**src/rtl/mul_pkg.sv**
```systemverilog
// Shared definitions for the pipelined EXE-stage multiplier: op encoding and
// the widest stage payload layout.
package mul_pkg;

  localparam int MUL_OP_W   = 3;
  localparam int MUL_OP_LO  = 0;   // MUL.W    : signed low half
  localparam int MUL_OP_HI  = 1;   // MULH.W   : signed high half
  localparam int MUL_OP_HIU = 2;   // MULH.WU  : unsigned high half

  localparam int MUL_MAX_W     = 64;
  localparam int MUL_MAX_TAG_W = 16;

  typedef logic [MUL_OP_W-1:0] mul_op_t;

  // Payload carried by every stage; instances narrow it to their WIDTH/TAG_W.
  typedef struct packed {
    logic [MUL_MAX_W-1:0]     result;
    logic [MUL_MAX_TAG_W-1:0] tag;
  } mul_payload_t;

endpackage

```
**src/rtl/mul_pipe_if.sv**
```systemverilog
// Request/response bus of mul_pipe: valid/ready on the issue side and on the
// result side. The slave modport is the multiplier's view.
interface mul_pipe_if #(
  parameter int WIDTH = 32,
  parameter int TAG_W = 5
);
  logic                in_valid;
  logic                in_ready;
  mul_pkg::mul_op_t    in_op;
  logic [WIDTH-1:0]    in_src1;
  logic [WIDTH-1:0]    in_src2;
  logic [TAG_W-1:0]    in_tag;
  logic                out_valid;
  logic                out_ready;
  logic [WIDTH-1:0]    out_result;
  logic [TAG_W-1:0]    out_tag;

  modport master (
    output in_valid, in_op, in_src1, in_src2, in_tag, out_ready,
    input  in_ready, out_valid, out_result, out_tag
  );

  modport slave (
    input  in_valid, in_op, in_src1, in_src2, in_tag, out_ready,
    output in_ready, out_valid, out_result, out_tag
  );
endinterface

```
**src/rtl/mul_pipe_slice.sv**
```systemverilog
// One valid/ready register slice: loads when empty or when its content is
// being taken downstream; flush empties it.
module mul_pipe_slice #(
  parameter int DATA_W = 8
) (
  input  logic              clk,
  input  logic              resetn,
  input  logic              flush,
  input  logic              in_valid,
  output logic              in_ready,
  input  logic [DATA_W-1:0] in_data,
  output logic              out_valid,
  input  logic              out_ready,
  output logic [DATA_W-1:0] out_data
);

  logic              valid_q;
  logic [DATA_W-1:0] data_q;

  assign in_ready  = ~valid_q | out_ready;
  assign out_valid = valid_q;
  assign out_data  = data_q;

  always_ff @(posedge clk or negedge resetn) begin
    if (!resetn) begin
      valid_q <= 1'b0;
      // NOTE: the payload is reset as well so the result/tag outputs read 0
      // out of reset instead of X.
      data_q  <= '0;
    end else begin
      if (flush)         valid_q <= 1'b0;
      else if (in_ready) valid_q <= in_valid;
      if (in_valid && in_ready) data_q <= in_data;
    end
  end

endmodule

```
**src/rtl/mul_pipe.sv**
```systemverilog
// Pipelined MUL.W / MULH.W / MULH.WU unit with valid/ready on both sides.
// Define MUL_FLUSH_EN to add the flush port that drops all in-flight ops.
module mul_pipe
  import mul_pkg::*;
#(
  parameter int WIDTH  = 32,
  parameter int STAGES = 2,
  parameter int TAG_W  = 5
) (
  input  logic clk,
  input  logic resetn,
`ifdef MUL_FLUSH_EN
  input  logic flush,
`endif
  mul_pipe_if.slave bus
);

  typedef struct packed {
    logic [WIDTH-1:0] result;
    logic [TAG_W-1:0] tag;
  } stage_t;

  logic kill;
`ifdef MUL_FLUSH_EN
  assign kill = flush;
`else
  assign kill = 1'b0;
`endif

  // ---------------- stage 0 arithmetic ----------------
  logic signed [2*WIDTH-1:0] src1_x, src2_x, product;
  logic        [WIDTH-1:0]   lo, hi_s, hi_u, sel;

  // One signed multiplier serves all ops: the low half is sign-agnostic and
  // the unsigned high half is the signed one plus the two cross terms that
  // the sign bits subtracted.
  // NOTE: every always_comb output gets a default first, so no path leaves a
  // variable unassigned and no latch is inferred.
  always_comb begin
    src1_x  = {{WIDTH{bus.in_src1[WIDTH-1]}}, bus.in_src1};
    src2_x  = {{WIDTH{bus.in_src2[WIDTH-1]}}, bus.in_src2};
    product = src1_x * src2_x;
    lo      = product[WIDTH-1:0];
    hi_s    = product[2*WIDTH-1:WIDTH];
    hi_u    = hi_s + (bus.in_src1[WIDTH-1] ? bus.in_src2 : '0)
                   + (bus.in_src2[WIDTH-1] ? bus.in_src1 : '0);
    sel     = '0;
    if (bus.in_op[MUL_OP_LO])  sel = sel | lo;
    if (bus.in_op[MUL_OP_HI])  sel = sel | hi_s;
    if (bus.in_op[MUL_OP_HIU]) sel = sel | hi_u;
  end

  // ---------------- stage chain ----------------
  // ready_s[k] is the ready seen at the output of stage k.
  logic   valid_s [STAGES];
  logic   ready_s [STAGES];
  stage_t data_s  [STAGES];

  logic   valid0_q;
  stage_t data0_q;

  assign ready_s[STAGES-1] = bus.out_ready;
  assign bus.in_ready      = (~valid0_q | ready_s[0]) & ~kill;
  assign valid_s[0]        = valid0_q;
  assign data_s[0]         = data0_q;

  always_ff @(posedge clk or negedge resetn) begin
    if (!resetn) begin
      valid0_q <= 1'b0;
      data0_q  <= '0;
    end else begin
      // NOTE: non-blocking assignments keep every register sampling
      // pre-edge values, independent of process evaluation order.
      if (kill)                         valid0_q <= 1'b0;
      else if (~valid0_q | ready_s[0])  valid0_q <= bus.in_valid;
      if (bus.in_valid && bus.in_ready)
        data0_q <= stage_t'{result: sel, tag: bus.in_tag};
    end
  end

  for (genvar k = 1; k < STAGES; k++) begin : g_slice
    mul_pipe_slice #(.DATA_W($bits(stage_t))) u_slice (
      .clk       (clk),
      .resetn    (resetn),
      .flush     (kill),
      .in_valid  (valid_s[k-1]),
      .in_ready  (ready_s[k-1]),
      .in_data   (data_s[k-1]),
      .out_valid (valid_s[k]),
      .out_ready (ready_s[k]),
      .out_data  (data_s[k])
    );
  end

  assign bus.out_valid  = valid_s[STAGES-1];
  assign bus.out_result = data_s[STAGES-1].result;
  assign bus.out_tag    = data_s[STAGES-1].tag;

endmodule

```
**src/flat_wrapper.sv**
```systemverilog
// flat-port wrapper written by rule: the top's interface ports become plain ports
module mul_pipe_flat import mul_pkg::*;
#(
  parameter int WIDTH  = 32,
  parameter int STAGES = 2,
  parameter int TAG_W  = 5
)
  (clk, resetn, bus_in_valid, bus_in_op, bus_in_src1, bus_in_src2, bus_in_tag, bus_out_ready, bus_in_ready, bus_out_valid, bus_out_result, bus_out_tag);
  mul_pipe_if #(.WIDTH(WIDTH), .TAG_W(TAG_W)) bus_i ();
  input  logic clk;
  input  logic resetn;
  input wire logic [$bits(bus_i.in_valid)-1:0] bus_in_valid;
  input wire logic [$bits(bus_i.in_op)-1:0] bus_in_op;
  input wire logic [$bits(bus_i.in_src1)-1:0] bus_in_src1;
  input wire logic [$bits(bus_i.in_src2)-1:0] bus_in_src2;
  input wire logic [$bits(bus_i.in_tag)-1:0] bus_in_tag;
  input wire logic [$bits(bus_i.out_ready)-1:0] bus_out_ready;
  output wire logic [$bits(bus_i.in_ready)-1:0] bus_in_ready;
  output wire logic [$bits(bus_i.out_valid)-1:0] bus_out_valid;
  output wire logic [$bits(bus_i.out_result)-1:0] bus_out_result;
  output wire logic [$bits(bus_i.out_tag)-1:0] bus_out_tag;
  assign bus_i.in_valid = bus_in_valid;
  assign bus_i.in_op = bus_in_op;
  assign bus_i.in_src1 = bus_in_src1;
  assign bus_i.in_src2 = bus_in_src2;
  assign bus_i.in_tag = bus_in_tag;
  assign bus_i.out_ready = bus_out_ready;
  assign bus_in_ready = bus_i.in_ready;
  assign bus_out_valid = bus_i.out_valid;
  assign bus_out_result = bus_i.out_result;
  assign bus_out_tag = bus_i.out_tag;
  mul_pipe #(.WIDTH(WIDTH), .STAGES(STAGES), .TAG_W(TAG_W)) u_core (.clk(clk), .resetn(resetn), .bus(bus_i));
endmodule
```
**config.mk**
```make
export PLATFORM = sky130hd
export DESIGN_NAME = mul_pipe_flat
export DESIGN_NICKNAME = d
export VERILOG_FILES = /design/src/rtl/mul_pkg.sv /design/src/rtl/mul_pipe_if.sv /design/src/rtl/mul_pipe_slice.sv /design/src/rtl/mul_pipe.sv /design/src/flat_wrapper.sv
export SDC_FILE = /design/constraint.sdc
export NUM_CORES = 2
export LEC_CHECK = 0
export ABC_AREA = 0
export BUFFER_PORTS_ARGS = -buffer_cell sky130_fd_sc_hd__buf_2
export CAP_MARGIN = 20
export CORE_ASPECT_RATIO = 0.8
export CORE_MARGIN = 3
export CORE_UTILIZATION = 35
export CTS_CLUSTER_DIAMETER = 30
export DETAILED_ROUTE_END_ITERATION = 10
export PLACE_DENSITY = 0.49
export SYNTH_ARGS = -nofsm -noshare
export SYNTH_HDL_FRONTEND = slang
export SYNTH_SLANG_ARGS = --single-unit
```
**constraint.sdc**
```tcl
create_clock -name clk -period 3.6 [get_ports clk]
set_input_delay 0.54 -clock clk [delete_from_list [all_inputs] [get_ports clk]]
set_output_delay 0.54 -clock clk [all_outputs]
set_load 0.02 [all_outputs]
```
Word-level counts from Yosys, hierarchy flattened:

Index checks and enable logic that the tools add are counted.

* bits in registers: 76
* output and inout port bits: 39

* bitwise gates (word level): 6
* add/subtract/negate cells: 2
* reductions and logical operators: 2
* $mul: 1
* mux-type cells: 5

Operators by type and width (count)
* 2-to-1 mux 32 bit: 5
* adder 32 bit: 2
* multiplier 32 x 32 -> 64 bit: 1
* bitwise OR 32 bit: 2
* logical AND 1 bit: 2
* NOT 1 bit: 2
* bitwise OR 1 bit: 2

Depth between registers and ports, before layout:

* depth in word-level cells: 6
* mapped depth: 41

Modules after synthesis:

Synthesis repeated with hierarchy kept, for this count alone.

* cells, all modules: 4585
* area total of the unflattened synthesis: 42464.5 um^2

Modules (own cells, without submodules)
* mul_pipe: seq. area each 950.9 um^2, instances 1, cells each 4503, area an instance 40916.7 um^2
* mul_pipe_slice: seq. area each 950.9 um^2, instances 1, cells each 82, area an instance 1547.7 um^2

Least setup slack after synthesis:

No wires, ideal clock.

* path kind: input port to flip-flop
* start: in bus_in_src1[31]
* end: reg u_core.data0_q[33] (netlist name)
* stages: 33
* required time: 3468 ps
* arrival time: 9942 ps
* setup slack: -6474 ps
* cell sequence: clkbuf_1 -> nand2_1 -> inv_1 -> fa_1 -> fa_1 -> fa_1 -> fa_1 -> inv_1 -> fa_1 -> inv_1 -> fa_1 -> inv_1 -> fa_1 -> inv_1 -> fa_1 -> ha_1 -> clkbuf_1 -> and2_1 -> a311o_1 -> nor3_1 -> o41ai_1 -> a31oi_1 -> xnor2_1 -> fa_1 -> ha_1 -> a21o_1 -> a21o_1 -> a21oi_1 -> o311ai_1 -> o31ai_1 -> xnor2_1 -> a221oi_1 -> a21oi_1

* longest elaborated chain between the ends: 5
* elaborated cells on any way between the ends: 8

RTL lines
* from (decl): RTL line flat_wrapper.sv:14 `input wire logic [$bits(bus_i.in_src1)-1:0] bus_in_src1;`
* multiplier 32 x 32 -> 64 bit / 2-to-1 mux 32 bit (equally long branches): RTL line mul_pipe.sv:42, mul_pipe.sv:45
* adder 32 bit / bitwise OR 32 bit (equally long branches): RTL line mul_pipe.sv:45, mul_pipe.sv:49
* adder 32 bit / 2-to-1 mux 32 bit (equally long branches): RTL line mul_pipe.sv:46, mul_pipe.sv:49
* bitwise OR 32 bit: RTL line mul_pipe.sv:50 `if (bus.in_op[MUL_OP_HIU]) sel = sel | hi_u;`
* 2-to-1 mux 32 bit (*): RTL line mul_pipe.sv:50
* to (signal assigned): RTL line mul_pipe.sv:77 `data0_q <= stage_t'{result: sel, tag: bus.in_tag};`
* to (decl): RTL line mul_pipe.sv:60 `stage_t data0_q;`

Every way passes the cells marked *; elsewhere a longest branch is shown, timed or not.
A chain may end at the register's enable or synchronous reset.

Final worst setup path:

* start: in bus_in_src1[13]
* end: reg u_core.data0_q[33] (netlist name)

* longest elaborated chain between the ends: 6
* elaborated cells on any way between the ends: 9

RTL lines (RTL line)
* branches (longest 5 deep; another with multiplier 32 x 32 -> 64 bit)
* 2-to-1 mux 32 bit (*): mul_pipe.sv:50

Every way passes the cells marked *.

==> flow_metrics.py <==
metrics = {
    "timing": {
        "finalMaxSlewViolations": 0,
        "worst_pin_slew_ps": 967.8,
        "setup_slack_ps": -5933,
        "rsz0062_at_grt": "yes",
        "clock_skew_ps": 4.761,
        "max_clock_freq_ghz": 0.1049,
        "finalCritPeriodShare_pct": 264.8,
        "final-hold-violation-count": 0,
        "slew_headroom_pct": 35.48,
        "period_needed_ps": 9533,
        "finalSetupViolations": 32,
        "timing.hold.ws_ps": 335.5,
    },
    "clocking": {
        "clkLatencyLatePin_ps": 330,
        "clockBufferDepth": 2,
        "path_clk_slew_ps": 60,
        "htreeDepth": 3,
        "cts-root-buf": "clkbuf_16",
        "cts_tree": "yes",
        "clock-sinks": 76,
        "cts_buffers": 9,
        "cts-hold-fix-buffers": 0,
    },
    "worst_setup_path": {
        "crit_slowest_cell": "fa_2",
        "cp-start-kind": "input port",
        "cpPeakStageDelay_ps": 560,
        "criticalPathCategory": "input port to flop",
        "r2r_slack_ps": 1760,
        "rr_worst_depth": 5,
        "crit_buf_inv": 7,
        "r2r-end": "u_core.data0_q[17]",
        "end_kind": "flop",
        "critPathMaxFanout": 11,
        "worstPathArrival_ps": 9740,
        "worstPathRequired_ps": 3810,
        "reg2reg_from": "u_core.valid0_q",
        "path_common_cell": "fa_1",
        "critical-path-top-delay-family": "adder cells",
    },
    "place": {
        "portBuffers": 114,
        "routabilityCongestion": 0.9176,
        "dpl.cell_count": 6561,
        "dp_slack_ps": -6733,
        "place.detailed.hpwl_um": 113000,
    },
    "layout": {
        "nNetsFinal": 6490,
        "drive_above_1_share_pct": 23.47,
        "layout_common_cells": "fa_1 (1061), inv_1 (975), buf_4 (683)",
        "fin_cells": 6634,
        "areaGrowthSynthToFinish_pct": 24.39,
        "layout_commonest_cell": "fa_1",
    },
    "hold_path": {
        "min_path_type": "input port to async pin",
    },
    "logic_synthesis": {
        "synth_seq_cells": 76,
        "synthCells": 4449,
        "synth_seq_area_share_pct": 4.562,
        "ys_types": 66,
        "synth_edf_count": 0,
        "synth_top_cell_area_share_pct": 53.49,
        "ys.flop_type": "dfrtp_1",
        "yosys_warnings": 0,
        "syn-cell-area_um2": 41690,
        "yosys.area.top_type": "fa_1",
        "avgSynthCellArea_um2": 9.371,
        "async_reset_ff_share_pct": 100.0,
        "syn-num-nets": 5853,
        "synthTopCellsByArea": "fa_1 (53%), inv_1 (8.9%), and2_1 (7.5%), ha_1 (6.4%), nand2_1 (5.7%)",
    },
    "outcome": {
        "status": "finished, violations left",
        "violations": "setup timing",
    },
    "grt": {
        "grt.total_usage_pct": 21.64,
        "grt_pass1_wl_um": 205700,
        "grt_max_degree": 77,
        "first_global_vias": 35040,
        "antenna_found_initial": 9,
        "grt_overflow": 0,
    },
    "route": {
        "drc": 0,
        "wl_um": 127900,
        "viasPerCell": 4.770,
        "drtIter0Drc": 1729,
        "ant_nets": 0,
        "wl_per_cell_um": 19.27,
        "first_pass_iters": 5,
        "vias": 31650,
    },
    "die": {
        "core_um2": 117400,
        "die_h_um": 314.7,
        "initial_utilization_pct": 35.50,
        "ios": 115,
        "rows": 112,
        "die_area_um2": 123300,
        "dieWidth_um": 391.9,
    },
    "flow_run": {
        "cap_violations": 0,
    },
}
what timing repair did:
item	in CTS	in global routing
endpoints found under the setup margin	32	32
gates resized for setup	297	67
setup buffers	43	13
pin swaps	140	54
gates cloned	3	1
worst max path at each step:
stage / slack, ps / cells past startpoint / startpoint / endpoint
2_1_floorplan: -5620 / 35 / bus_in_src2[5] / u_core.data0_q[33]
3_3_place_gp: -6690 / 35 / bus_in_src2[9] / u_core.data0_q[30]
3_5_place_dp: -6730 / 35 / bus_in_src2[9] / u_core.data0_q[30]
4_1_cts: -5920 / 39 / bus_in_src2[11] / u_core.data0_q[33]
5_1_grt: -6250 / 37 / bus_in_src1[16] / u_core.data0_q[33]
6_report: -5930 / 38 / bus_in_src1[13] / u_core.data0_q[33]
sequential cells by signal, indices dropped and copies added, names as in the netlist:
signal and count:
u_core.valid0_q 1, u_core.g_slice.u_slice.out_valid 1, u_core.g_slice.u_slice.out_data 37, u_core.data0_q 37
cells by family after synthesis:
family / after synthesis / share of synthesized area (%)
buf+inv: 1229 / 11.07
simple gates: 1321 / 15.59
flops: 76 / 4.562
mux: 42 / 1.125
fa+ha+maj: 1328 / 59.92
xor+xnor: 95 / 1.996
compound gates: 358 / 5.744
stage by stage:
stage / instance area (um2) / setup TNS [ps] / utilization (%)
4_1_cts: 51450 / -175270 / 43.81
2_1_floorplan: 42350 / -161400 / -
3_5_place_dp: 49460 / -198080 / 42.12
3_3_place_gp: 49460 / -198030 / 42.12
5_1_grt: 51850 / -184900 / 44.15
6_report: 51860 / -176170 / 44.16
layer usage:
metal | up-vias | part of all wire, % | global-route usage [%]
li1 | 14370 | - | -
met1 | 16620 | 47 | 31.67
met2 | 562 | 47 | 34.99
met3 | 83 | 5.0 | 2.937
met4 | 4 | 1.7 | 3.127
met5 | - | 0.018 | 0
final cells by class:
class                      count  area [um2]
fill                       11500       65580
multi-input combinational   3144       36700
timing repair buffer         863        7242
inverter                     992        3732
tap                         1539        1926
sequential                    76        1902
clock buffer                   9       225.2
clock inverter                 7       121.4
antenna                        4       10.01
Yosys cell counts (all sizes together) (13+ instances only):
library cell	number
a21o	48
a21oi	95
a222oi	16
a31oi	20
and2	501
clkbuf	235
dfrtp	76
fa	1114
ha	214
inv	990
mux2	39
nand2	634
nand2b	24
nand3	13
nand4	14
nor2	73
nor3	14
o21a	14
o21ai	71
xnor2	64
xor2	31
Power is not shown: default switching activity piles up to over one toggle a cycle in this logic, so the estimate is an artifact.
